===== src/rtl/bus_arbiter_if.sv =====
// bus_arbiter_if -- bus handshake signals between the requesting side
// (device interrupt, DMA controller, CPU memory port) and bus_arbiter.
//
//   dev_irq      : device has a block ready              (master -> slave)
//   BR           : bus request from the DMA controller   (master -> slave)
//   cpu_mem_busy : CPU memory access in flight           (master -> slave)
//   BG           : bus grant to the DMA controller       (slave -> master)
//   cmd[31:0]    : DMA command {ADDR, LEN}, 0 = none     (slave -> master)
//   cpu_stall    : CPU must not start a memory access    (slave -> master)
//   done         : one-cycle pulse on transfer complete  (slave -> master)
//   xfer_count   : completed transfers, wraps 255->0     (slave -> master)
//   bus_error    : one-cycle pulse on grant timeout      (slave -> master)
//
// modport master : the requesting side
// modport slave  : the arbiter
interface bus_arbiter_if;
  logic        dev_irq;
  logic        BR;
  logic        cpu_mem_busy;
  logic        BG;
  logic [31:0] cmd;
  logic        cpu_stall;
  logic        done;
  logic [7:0]  xfer_count;
  logic        bus_error;

  modport master (
    output dev_irq, BR, cpu_mem_busy,
    input  BG, cmd, cpu_stall, done, xfer_count, bus_error
  );

  modport slave (
    input  dev_irq, BR, cpu_mem_busy,
    output BG, cmd, cpu_stall, done, xfer_count, bus_error
  );
endinterface


===== src/rtl/bus_arbiter.sv =====
// bus_arbiter -- CPU/DMA bus arbiter.
//
// A device interrupt makes the arbiter issue a DMA command {DMA_ADDR, DMA_LEN}
// on cmd; the DMA controller answers with BR. The CPU is stalled, and once its
// in-flight memory access has finished the bus is granted (BG) until BR drops.
// Interrupts arriving while busy are remembered (collapsed to one) and served
// on return to IDLE. All outputs are registered.
//
// Ports:
//   CLK     : system clock, rising edge
//   reset_n : asynchronous active-low reset
//   bus     : bus_arbiter_if.slave (dev_irq, BR, cpu_mem_busy in;
//             BG, cmd, cpu_stall, done, xfer_count, bus_error out)
//
// Parameters:
//   DMA_ADDR : address placed in cmd[31:16]
//   DMA_LEN  : length in words placed in cmd[15:0]
//   TIMEOUT  : maximum number of GRANT cycles (ARB_TIMEOUT_EN only)
//
// Optional feature macro: ARB_TIMEOUT_EN
//   Defined   : grants are bounded to TIMEOUT cycles; on expiry BG drops,
//               bus_error pulses and no new grant is given until BR has been
//               seen low.
//   Undefined : grants are unbounded and bus_error is tied to 0.
module bus_arbiter #(
  parameter logic [15:0] DMA_ADDR = 16'h01F4,
  parameter logic [15:0] DMA_LEN  = 16'd12,
  parameter logic [7:0]  TIMEOUT  = 8'd255
) (
  input logic           CLK,
  input logic           reset_n,
  bus_arbiter_if.slave  bus
);

  typedef enum logic [2:0] {
    IDLE,
    CMD,
    WAIT_IDLE,
    GRANT,
    RELEASE
  } state_t;

  state_t      state;
  logic        bg_q;
  logic [31:0] cmd_q;
  logic        stall_q;
  logic        done_q;
  logic [7:0]  count_q;
  logic        pending;
  logic        grant_blocked;

`ifdef ARB_TIMEOUT_EN
  logic [7:0]  tcnt;
  logic        err_q;
  logic        tmo_block;

  assign grant_blocked = tmo_block;
  assign bus.bus_error = err_q;
`else
  logic        unused_timeout;

  assign grant_blocked  = 1'b0;
  assign bus.bus_error  = 1'b0;
  assign unused_timeout = ^TIMEOUT;
`endif

  assign bus.BG         = bg_q;
  assign bus.cmd        = cmd_q;
  assign bus.cpu_stall  = stall_q;
  assign bus.done       = done_q;
  assign bus.xfer_count = count_q;

  always_ff @(posedge CLK or negedge reset_n) begin
    if (!reset_n) begin
      state   <= IDLE;
      bg_q    <= 1'b0;
      cmd_q   <= '0;
      stall_q <= 1'b0;
      done_q  <= 1'b0;
      count_q <= '0;
      pending <= 1'b0;
`ifdef ARB_TIMEOUT_EN
      tcnt      <= '0;
      err_q     <= 1'b0;
      tmo_block <= 1'b0;
`endif
    end else begin
      done_q <= 1'b0;
`ifdef ARB_TIMEOUT_EN
      err_q <= 1'b0;
      // A timed-out requester must be seen releasing BR before it can win again.
      if (!bus.BR)
        tmo_block <= 1'b0;
`endif

      // Interrupts outside IDLE are remembered; repeats collapse into one.
      if (state != IDLE && bus.dev_irq)
        pending <= 1'b1;

      case (state)
        IDLE: begin
          if (bus.BR) begin
            // A bus request wins over a new interrupt; the interrupt waits.
            state   <= WAIT_IDLE;
            stall_q <= 1'b1;
            if (bus.dev_irq)
              pending <= 1'b1;
          end else if (bus.dev_irq || pending) begin
            state   <= CMD;
            cmd_q   <= {DMA_ADDR, DMA_LEN};
            pending <= 1'b0;
          end
        end

        CMD: begin
          if (bus.BR) begin
            state   <= WAIT_IDLE;
            cmd_q   <= '0;
            stall_q <= 1'b1;
          end
        end

        WAIT_IDLE: begin
          if (!bus.BR) begin
            // Request withdrawn before grant: abort silently.
            state   <= IDLE;
            stall_q <= 1'b0;
          end else if (!bus.cpu_mem_busy && !grant_blocked) begin
            state <= GRANT;
            bg_q  <= 1'b1;
`ifdef ARB_TIMEOUT_EN
            tcnt  <= '0;
`endif
          end
        end

        GRANT: begin
          if (!bus.BR) begin
            state   <= RELEASE;
            bg_q    <= 1'b0;
            done_q  <= 1'b1;
            count_q <= count_q + 8'd1;
          end
`ifdef ARB_TIMEOUT_EN
          // tcnt counts completed GRANT cycles; the edge closing cycle
          // number TIMEOUT is the expiry point.
          else if (tcnt + 8'd1 == TIMEOUT) begin
            state     <= RELEASE;
            bg_q      <= 1'b0;
            err_q     <= 1'b1;
            tmo_block <= 1'b1;
            tcnt      <= tcnt + 8'd1;
          end else begin
            tcnt <= tcnt + 8'd1;
          end
`endif
        end

        RELEASE: begin
          state   <= IDLE;
          stall_q <= 1'b0;
        end

        default: begin
          state   <= IDLE;
          bg_q    <= 1'b0;
          cmd_q   <= '0;
          stall_q <= 1'b0;
        end
      endcase
    end
  end

endmodule


===== src/flat_wrapper.sv =====
// flat-port wrapper written by rule: the top's interface ports become plain ports
module bus_arbiter_flat 
#(
  parameter logic [15:0] DMA_ADDR = 16'h01F4,
  parameter logic [15:0] DMA_LEN  = 16'd12,
  parameter logic [7:0]  TIMEOUT  = 8'd255
)
  (CLK, reset_n, bus_dev_irq, bus_BR, bus_cpu_mem_busy, bus_BG, bus_cmd, bus_cpu_stall, bus_done, bus_xfer_count, bus_bus_error);
  bus_arbiter_if bus_i ();
  input logic CLK;
  input logic reset_n;
  input wire logic [$bits(bus_i.dev_irq)-1:0] bus_dev_irq;
  input wire logic [$bits(bus_i.BR)-1:0] bus_BR;
  input wire logic [$bits(bus_i.cpu_mem_busy)-1:0] bus_cpu_mem_busy;
  output wire logic [$bits(bus_i.BG)-1:0] bus_BG;
  output wire logic [$bits(bus_i.cmd)-1:0] bus_cmd;
  output wire logic [$bits(bus_i.cpu_stall)-1:0] bus_cpu_stall;
  output wire logic [$bits(bus_i.done)-1:0] bus_done;
  output wire logic [$bits(bus_i.xfer_count)-1:0] bus_xfer_count;
  output wire logic [$bits(bus_i.bus_error)-1:0] bus_bus_error;
  assign bus_i.dev_irq = bus_dev_irq;
  assign bus_i.BR = bus_BR;
  assign bus_i.cpu_mem_busy = bus_cpu_mem_busy;
  assign bus_BG = bus_i.BG;
  assign bus_cmd = bus_i.cmd;
  assign bus_cpu_stall = bus_i.cpu_stall;
  assign bus_done = bus_i.done;
  assign bus_xfer_count = bus_i.xfer_count;
  assign bus_bus_error = bus_i.bus_error;
  bus_arbiter #(.DMA_ADDR(DMA_ADDR), .DMA_LEN(DMA_LEN), .TIMEOUT(TIMEOUT)) u_core (.CLK(CLK), .reset_n(reset_n), .bus(bus_i));
endmodule

===== config.mk =====
export PLATFORM = sky130hd
export DESIGN_NAME = bus_arbiter_flat
export DESIGN_NICKNAME = d
export VERILOG_FILES = /design/src/rtl/bus_arbiter_if.sv /design/src/rtl/bus_arbiter.sv /design/src/flat_wrapper.sv
export SDC_FILE = /design/constraint.sdc
export NUM_CORES = 1
export LEC_CHECK = 0
export BUFFER_PORTS_ARGS = -buffer_cell sky130_fd_sc_hd__buf_2
export CAP_MARGIN = 20
export CORE_AREA = 3 3 74 62
export DETAILED_ROUTE_END_ITERATION = 16
export DIE_AREA = 0 0 77 65
export PLACE_DENSITY = 0.45
export SLEW_MARGIN = 20
export SYNTH_ARGS = -nofsm -noshare
export SYNTH_HDL_FRONTEND = slang
export SYNTH_SLANG_ARGS = --single-unit

===== constraint.sdc =====
create_clock -name CLK -period 1.4 [get_ports CLK]
set_input_delay 0 -clock CLK [delete_from_list [all_inputs] [get_ports CLK]]
set_output_delay 0 -clock CLK [all_outputs]
set_load 0.1 [all_outputs]

=== After elaboration in Yosys (flattened, before gate mapping) ===
Cells that the tools add are included.

* Output and inout port bits: 44
* Logic and storage cells: 62
* Bits in latches: 0
* Memory bits (read-only): 0
* Memories: 0
* Register bits: 47
* Memory bits (writable): 0

* Reductions and logical operators: 12
* Divide/modulo/power cells: 0
* $add $sub $neg: 1
* Muxes and demuxes: 24
* $mul: 0
* Order comparisons: 0
* Shift-type cells: 0
* Equal/unequal tests: 14
* Bitwise logic cells: 4

{| class="wikitable"
|+ Operators by type and width
! operator !! number
|-
| 32-bit 2-to-1 mux || 3
|-
| 32-bit case mux with 3 select lines || 1
|-
| 3-bit 2-to-1 mux || 6
|-
| 2-bit inequality test (second input constant) || 6
|-
| 3-bit case mux with 4 select lines || 1
|-
| 4-bit AND reduction || 3
|-
| 1-bit 2-to-1 mux || 11
|-
| 8-bit by 1-bit adder with 8-bit output (second input constant) || 1
|-
| 3-bit by 2-bit equality test with 1-bit output (second input constant) || 2
|-
| 1-bit case mux with 3 select lines || 2
|-
| 3-bit OR reduction || 2
|-
| 2-bit by 1-bit inequality test with 1-bit output (second input constant) || 2
|-
| 1-bit inverter || 4
|-
| 3-bit by 1-bit equality test with 1-bit output (second input constant) || 1
|-
| 3-bit equality test (second input constant) || 1
|-
| 3-bit logical NOT || 1
|-
| 3-bit by 2-bit inequality test with 1-bit output (second input constant) || 1
|-
| 3-bit inequality test (second input constant) || 1
|-
| 3-bit AND reduction || 1
|-
| 3-bit nonzero test || 1
|-
| 2-bit AND reduction || 1
|-
| 2-bit OR reduction || 1
|-
| 1-bit logical AND || 1
|-
| 1-bit logical OR || 1
|}

=== Depth between registers and ports, before layout ===
Gate-level depths: netlist (run 1).

* Depth in word-level cells: 6
* Depth in mapped cells: 6
* Mapped depth without buffers: 4

=== Least setup slack after synthesis (run 1) ===
OpenSTA, ideal clock, no wires.

* Kind: reg-to-reg
* Start point: reg u_core.count_q[0], in the netlist u_core.bus.xfer_count[0]
* End point: reg u_core.count_q[6], in the netlist u_core.bus.xfer_count[6]
* Arrival time: 1,565 ps
* Path slack: -327 ps
* Path buffers: 0
* Stages on the path, launching flop included: 5
* Cells stage by stage: dfrtp_1 -> ha_1 -> nand2_1 -> nor3_2 -> xor2_1

* Cells in the longest elaborated chain, start to end: 1

{| class="wikitable"
|+ Ends and longest elaborated chain
! item !! line !! source
|-
| start, declared || bus_arbiter.sv:48 || <nowiki>logic [7:0] count_q;</nowiki>
|-
| start signal, assigned || bus_arbiter.sv:142 || <nowiki>count_q <= count_q + 8'd1;</nowiki>
|-
| 8-bit by 1-bit adder with 8-bit output || bus_arbiter.sv:142 ||
|}

Every way passes these cells.
A chain may end at the register's enable or synchronous reset.

=== Worst setup path after layout (run 1) ===
* Start point: reg u_core.state[1]
* End point: reg u_core.count_q[4], in the netlist u_core.bus.xfer_count[4]

* Cells in the longest elaborated chain, start to end: 2

{| class="wikitable"
|+ Ends and longest elaborated chain
! item !! line !! source
|-
| start, declared || bus_arbiter.sv:43 || <nowiki>state_t state;</nowiki>
|-
| start signal, assigned || bus_arbiter.sv:75 || <nowiki>state <= IDLE;</nowiki>
|-
| start signal, assigned || bus_arbiter.sv:104 || <nowiki>state <= WAIT_IDLE;</nowiki>
|-
| start signal, assigned || bus_arbiter.sv:109 || <nowiki>state <= CMD;</nowiki>
|-
| 3-bit by 2-bit equality test with 1-bit output || bus_arbiter.sv:100 || <nowiki>case (state)</nowiki>
|-
| 2-bit AND reduction (no line) || - ||
|}

Every way passes these cells.

==> flow_metrics.py, run 1 <==
metrics = {
    "run_status": {
        "status": "finished clean",
    },
    "synthesis": {
        "synth_common_cells": "34 x buf_4, 16 x dfrtp_1, 6 x nand2_1",
        "synthFlopType": "dfrtp_1",
        "ys_types": 30,
        "synth_cells": 99,
        "synth-edff-count": 0,
        "synth_top_area_share": 0.4124,
        "synth_most_common_cell": "buf_4",
        "syn_area_um2": 970.9,
        "seq_area_frac_synth": 0.4124,
        "synth-seq-cells": 16,
        "ys_warn_count": 0,
        "synth_area_leaders": "dfrtp_1 41%, buf_4 26%, xnor2_1 4.5%, nand2_1 2.3%, nor3_2 2.1%",
        "async_flop_share": 1.000,
        "syn_area_per_cell_um2": 9.807,
        "yosysTopAreaCell": "dfrtp_1",
    },
    "placement": {
        "gp_congestion": 0.7004,
        "hpwl_um": 1264,
        "port_buffers": 23,
    },
    "clock_network": {
        "cts_setup_buffers": 0,
        "clock_latency_ps": 250,
        "cts_sinks": 16,
        "cts_tree": "built",
        "h-tree-depth": 1,
        "ctsLongestPathBuffers": 2,
        "cts-root-buf": "clkbuf_8",
        "cts_buffers": 3,
        "clkTransAtPathRegs_ps": 70,
    },
    "finish": {
        "fin_nets": 124,
        "syn_to_final_growth_pct": 10.18,
        "n_antenna_cell": 0,
        "drive_gt1_frac": 0.3590,
    },
    "worst_setup_path": {
        "worstSetupStartpointType": "flop",
        "crit_path_max_incr_delay_ps": 470,
        "r2r_start": "u_core.state[1]",
        "crit_slowest_cell": "dfrtp_1",
        "r2r_end": "u_core.bus.xfer_count[4]",
        "cp_cell_sequence": "nand4bb_2 > clkinv_2 > nand4_1 > xnor2_1",
        "critPathArrivalTime_ps": 1390,
        "critPathLaunch": "u_core.state[1]",
        "endpoint": "u_core.bus.xfer_count[4]",
        "cp_max_fo": 8,
        "critPathCaptureType": "flop",
        "r2r.worst_path.cells": 4,
        "rrSetupSlack_ps": 150,
        "cp.required_ps": 1540,
        "setup.worst_path.class": "reg2reg",
    },
    "min_path": {
        "hold_path.class": "in2reg",
    },
    "grt": {
        "grt_pass1_vias": 562,
        "overflow": 0,
        "grt_pass1_wl_um": 2801,
        "antenna_found_initial": 0,
        "grt_max_degree": 17,
        "globalRouteTotalUtil": 0.06917,
    },
    "run": {
        "maxCapViolCount": 0,
    },
    "sta": {
        "maxSlewViolCount": 0,
        "skew_ps": 4.489,
        "period_minus_slack_ps": 1249,
        "fmaxAchievable_ghz": 0.8005,
        "period_share": 0.8923,
        "rsz0062_at_grt": "false",
        "setup_violations": 0,
        "hold_violations": 0,
        "setup_tns_ps": 0,
    },
    "floorplan": {
        "design.core.area_um2": 3829,
        "dieWidth_um": 77,
        "die_height_um": 65,
        "fp.dieArea_um2": 5005,
        "core.rowCount": 20,
        "initial_utilization": 0.2536,
        "io_pins": 49,
    },
    "route": {
        "drc": 0,
        "num_vias": 617,
        "firstDrtPassIters": 3,
        "routed_wl_um": 1644,
        "dr.first_iter.drc_count": 54,
        "routedWlPerCell_um": 9.558,
        "postRouteAntennaNets": 0,
        "viasPerCell": 3.587,
    },
}
[worst max-delay path, delay by kind of cell, from the launching register on]
kind | cells | cell delay [ps]
flip-flops | 1 | 470
AND/OR/NAND/NOR | 2 | 380
buffers and inverters | 1 | 150
XOR/XNOR | 1 | 140
[layout make-up]
type                       instances  area, um^2
multi-input combinational         67       377.9
sequential                        16       411.6
tap                               55       68.82
timing repair buffer              26       140.1
fill                             423        2759
inverter                           4       16.27
clock buffer                       4       55.05
[registers in the layout, summed over array words and instances (netlist names)]
register               flops
u_core.bus.done            1
u_core.state               3
u_core.bus.cmd             1
u_core.bus.cpu_stall       1
u_core.bus.BG              1
u_core.bus.xfer_count      8
u_core.pending             1
[kinds of logic (layout without fill, tap and decap cells)]
group	after synthesis	in the layout	share of synthesized area
compound gates	9	9	0.06573
other cells	1	25	0.003862
xor+xnor	7	7	0.06315
simple gates	25	25	0.1456
flops	16	16	0.4124
fa+ha+maj	1	1	0.01288
buf+inv	40	34	0.2964
[per-stage QoR]
step           setup WS (ps)  utilization  instance area [um^2]  std cells  hold WS (ps)
6_report               150.8       0.2794                  1070        172         17.06
5_1_grt                19.22       0.2794                  1070        172         75.84
4_1_cts                37.56       0.2781                  1065        172         14.12
3_5_place_dp           45.91       0.2611                 999.7        167        -64.28
3_3_place_gp           79.68       0.2611                 999.7        167        -64.54
2_1_floorplan          14.81            -                  1072        123        -295.6
[worst min-delay path by stage]
stage / from / end / slack [ps] / cells after the start
floorplan: reset_n / u_core.bus.BG / -300 / 0
global placement: reset_n / u_core.bus.done / -60 / 1
detailed placement: reset_n / u_core.bus.done / -60 / 1
CTS: bus_dev_irq / u_core.pending / 10 / 3
global route: bus_dev_irq / u_core.pending / 80 / 3
finish: bus_dev_irq / u_core.pending / 20 / 3
[cells in the final DEF, fill, tap and decap left out, types with 2 or more instances in the layout]
cell type	Yosys	routed
o21ai_0	2	2
inv_1	3	3
dfrtp_1	16	7
conb_1	1	25
nand2_1	6	6
buf_2	1	23
dfrtp_2	0	9
nand4_1	3	3
nor2b_1	2	2
nor3_1	2	2
nor3_2	2	2
clkbuf_8	0	4
xor2_1	2	2
buf_4	34	2
xnor2_1	5	5
nor2_1	3	3
nand3_1	2	2
[repair_timing]
| item | CTS | global route |
|---|---|---|
| setup endpoints to repair | 0 | 6 |
| hold endpoints to repair | 16 | 0 |
| hold buffers | 1 | 0 |
| gates resized for setup | 0 | 1 |
[per-layer routing]
layer  vias up  share of wire  track usage
met4         0         0.0067      0.02000
met1       279           0.47      0.09370
met3         2           0.10      0.02639
li1        304              -            -
met2        32           0.42       0.1022
met5         -              0            0
Power of run 1 is not shown: default switching activity piles up to over one toggle a cycle in this logic, so the estimate is an artifact.
==> run 2, diff against run 1 <==
RECOVER_POWER = 100   (was unset)
REMOVE_ABC_BUFFERS = 1   (was unset)
==> run 2 against run 1 <==
Net effect: clock skew shrank 2.6 ps; fmax shrank 3.0%; first-iteration DRC count shrank 57%; critical path depth is the same; worst setup slack lost 39 ps; sequential share of layout area shrank 0.20 points; routed wire length grew 9.2%; non-clock buffer count grew 2; die area is the same; largest cell class unchanged.
==> flow_metrics.py, run 2 (same netlist as run 1, synthesis figures left out) <==
metrics = {
    "finish": {
        "fin_area_um2": 1046,
        "final_cell_mix": "25 x conb_1, 19 x clkbuf_2, 16 x dfrtp_1, 6 x nand2_1, 5 x xnor2_1",
        "drive_gt1_frac": 0.2353,
        "utilization": 0.2732,
        "syn_to_final_growth_pct": 7.732,
        "fin_nets": 126,
        "largest_reg_flops": 8,
        "final_common_cell": "conb_1",
        "fin_cells": 174,
        "n_antenna_cell": 0,
        "fillers": 426,
    },
    "sta": {
        "hold_violations": 0,
        "worst_slew_pin_slew_ps": 875.6,
        "setup_violations": 0,
        "setup_tns_ps": 0,
        "maxSlewViolCount": 0,
        "period_minus_slack_ps": 1288,
        "skew_ps": 1.841,
        "whs_ps": 14.24,
        "worst_slack_ps": 111.7,
        "period_share": 0.9202,
        "rsz0062_at_grt": "false",
        "slew_headroom": 0.4163,
        "fmaxAchievable_ghz": 0.7762,
    },
    "power_and_ir_drop": {
        "internal_power_mw": 0.9660,
        "sw_frac_of_total": 0.6307,
        "peakVddDrop_mv": 0.9200,
        "netSwitchingPower_mw": 1.650,
        "seqPwrFrac": 0.250,
        "power.total_mw": 2.616,
        "clkPwrFrac": 0.157,
        "p_comb_frac": 0.593,
        "power_density_nw_per_um2": 2501,
        "p_leak_nw": 0.5490,
    },
    "clock_network": {
        "cts_tree": "built",
        "h-tree-depth": 1,
        "clkTransAtPathRegs_ps": 60,
        "clock_latency_ps": 250,
        "cts_resized": 0,
        "cts_buffers": 3,
        "cts_sinks": 16,
        "ctsLongestPathBuffers": 2,
        "cts-root-buf": "clkbuf_8",
    },
    "worst_setup_path": {
        "cp.required_ps": 1570,
        "worstSetupStartpointType": "flop",
        "r2r_start": "u_core.state[0]",
        "cp_max_fo": 8,
        "critPathLaunch": "u_core.state[0]",
        "critPathCaptureType": "flop",
        "critPathArrivalTime_ps": 1460,
        "setup.worst_path.class": "reg2reg",
    },
    "grt": {
        "antenna_found_initial": 0,
        "grt_max_degree": 17,
        "grt_pass1_wl_um": 3056,
        "overflow": 0,
        "grt_pass1_vias": 604,
        "globalRouteTotalUtil": 0.07621,
    },
    "min_path": {
        "hold_path.startpoint": "bus_dev_irq",
        "hold_path.class": "in2reg",
    },
    "floorplan": {
        "core.rowCount": 20,
        "die_height_um": 65,
        "initial_utilization": 0.2536,
        "fp.dieArea_um2": 5005,
        "dieWidth_um": 77,
        "io_pins": 49,
        "design.core.area_um2": 3829,
    },
    "route": {
        "viasPerCell": 3.615,
        "dr.first_iter.drc_count": 23,
        "drc": 0,
        "firstDrtPassIters": 4,
        "postRouteAntennaNets": 0,
        "routed_wl_um": 1796,
        "routedWlPerCell_um": 10.32,
        "num_vias": 629,
    },
    "run": {
        "maxCapViolCount": 0,
    },
    "placement": {
        "post-place-ws_ps": 131.0,
        "placed_area_um2": 1003,
        "place_inst": 169,
        "gp_congestion": 0.7546,
        "hpwl_um": 1378,
        "port_buffers": 23,
    },
    "run_status": {
        "status": "finished clean",
    },
}
==> run 2: final timing paths <==
kind | to | slack, ps | cells past startpoint
worst max-delay path | u_core.state[0] | 110 | 4
max in group asynchronous | u_core.bus.xfer_count[7] | 470 | 2
worst min-delay path | u_core.pending | 10 | 3
worst min register to register | u_core.bus.xfer_count[7] | 490 | 1
worst max register to register | u_core.state[0] | 110 | 4
min in group asynchronous | u_core.pending | 390 | 2
==> run 2: timing repair <==
item	CTS	global route
hold buffers	1	0
hold endpoints to repair	16	0
setup buffers	0	0
==> run 2: power groups by stage <==
stage                     clock [mW]  sequential (mW)  combinational (mW)
after floorplan                    0             1.35               0.416
after global placement             0            0.652                1.57
after detailed placement           0            0.658                1.57
after CTS                      0.435            0.651                1.57
after global routing           0.447            0.678                1.60
final                          0.410            0.654                1.55
==> run 2: routing by layer <==
metal / routed length [um] / track usage / up-vias
met5: 0 / 0 / -
li1: - / - / 305
met2: 870 / 0.1217 / 29
met4: 23 / 0.04667 / 0
met3: 129 / 0.01250 / 2
met1: 774 / 0.09669 / 293
==> run 2: layout make-up <==
class                   count  area [um^2]  area share
well taps                  55        68.82     0.06579
repair buffers             28        142.6      0.1364
clock buffers               4        55.05     0.05263
multi-input cells          67        362.8      0.3469
inverters                   4        16.27     0.01555
flip-flops and latches     16        400.4      0.3828
==> run 2: worst max-delay path, cell delays in order (launching register included) <==
cell and delay, ps:
dfrtp_1 350, clkbuf_1 290, nor3_1 100, or3_1 310, a21oi_1 150
(Power assumes the default switching activity.)
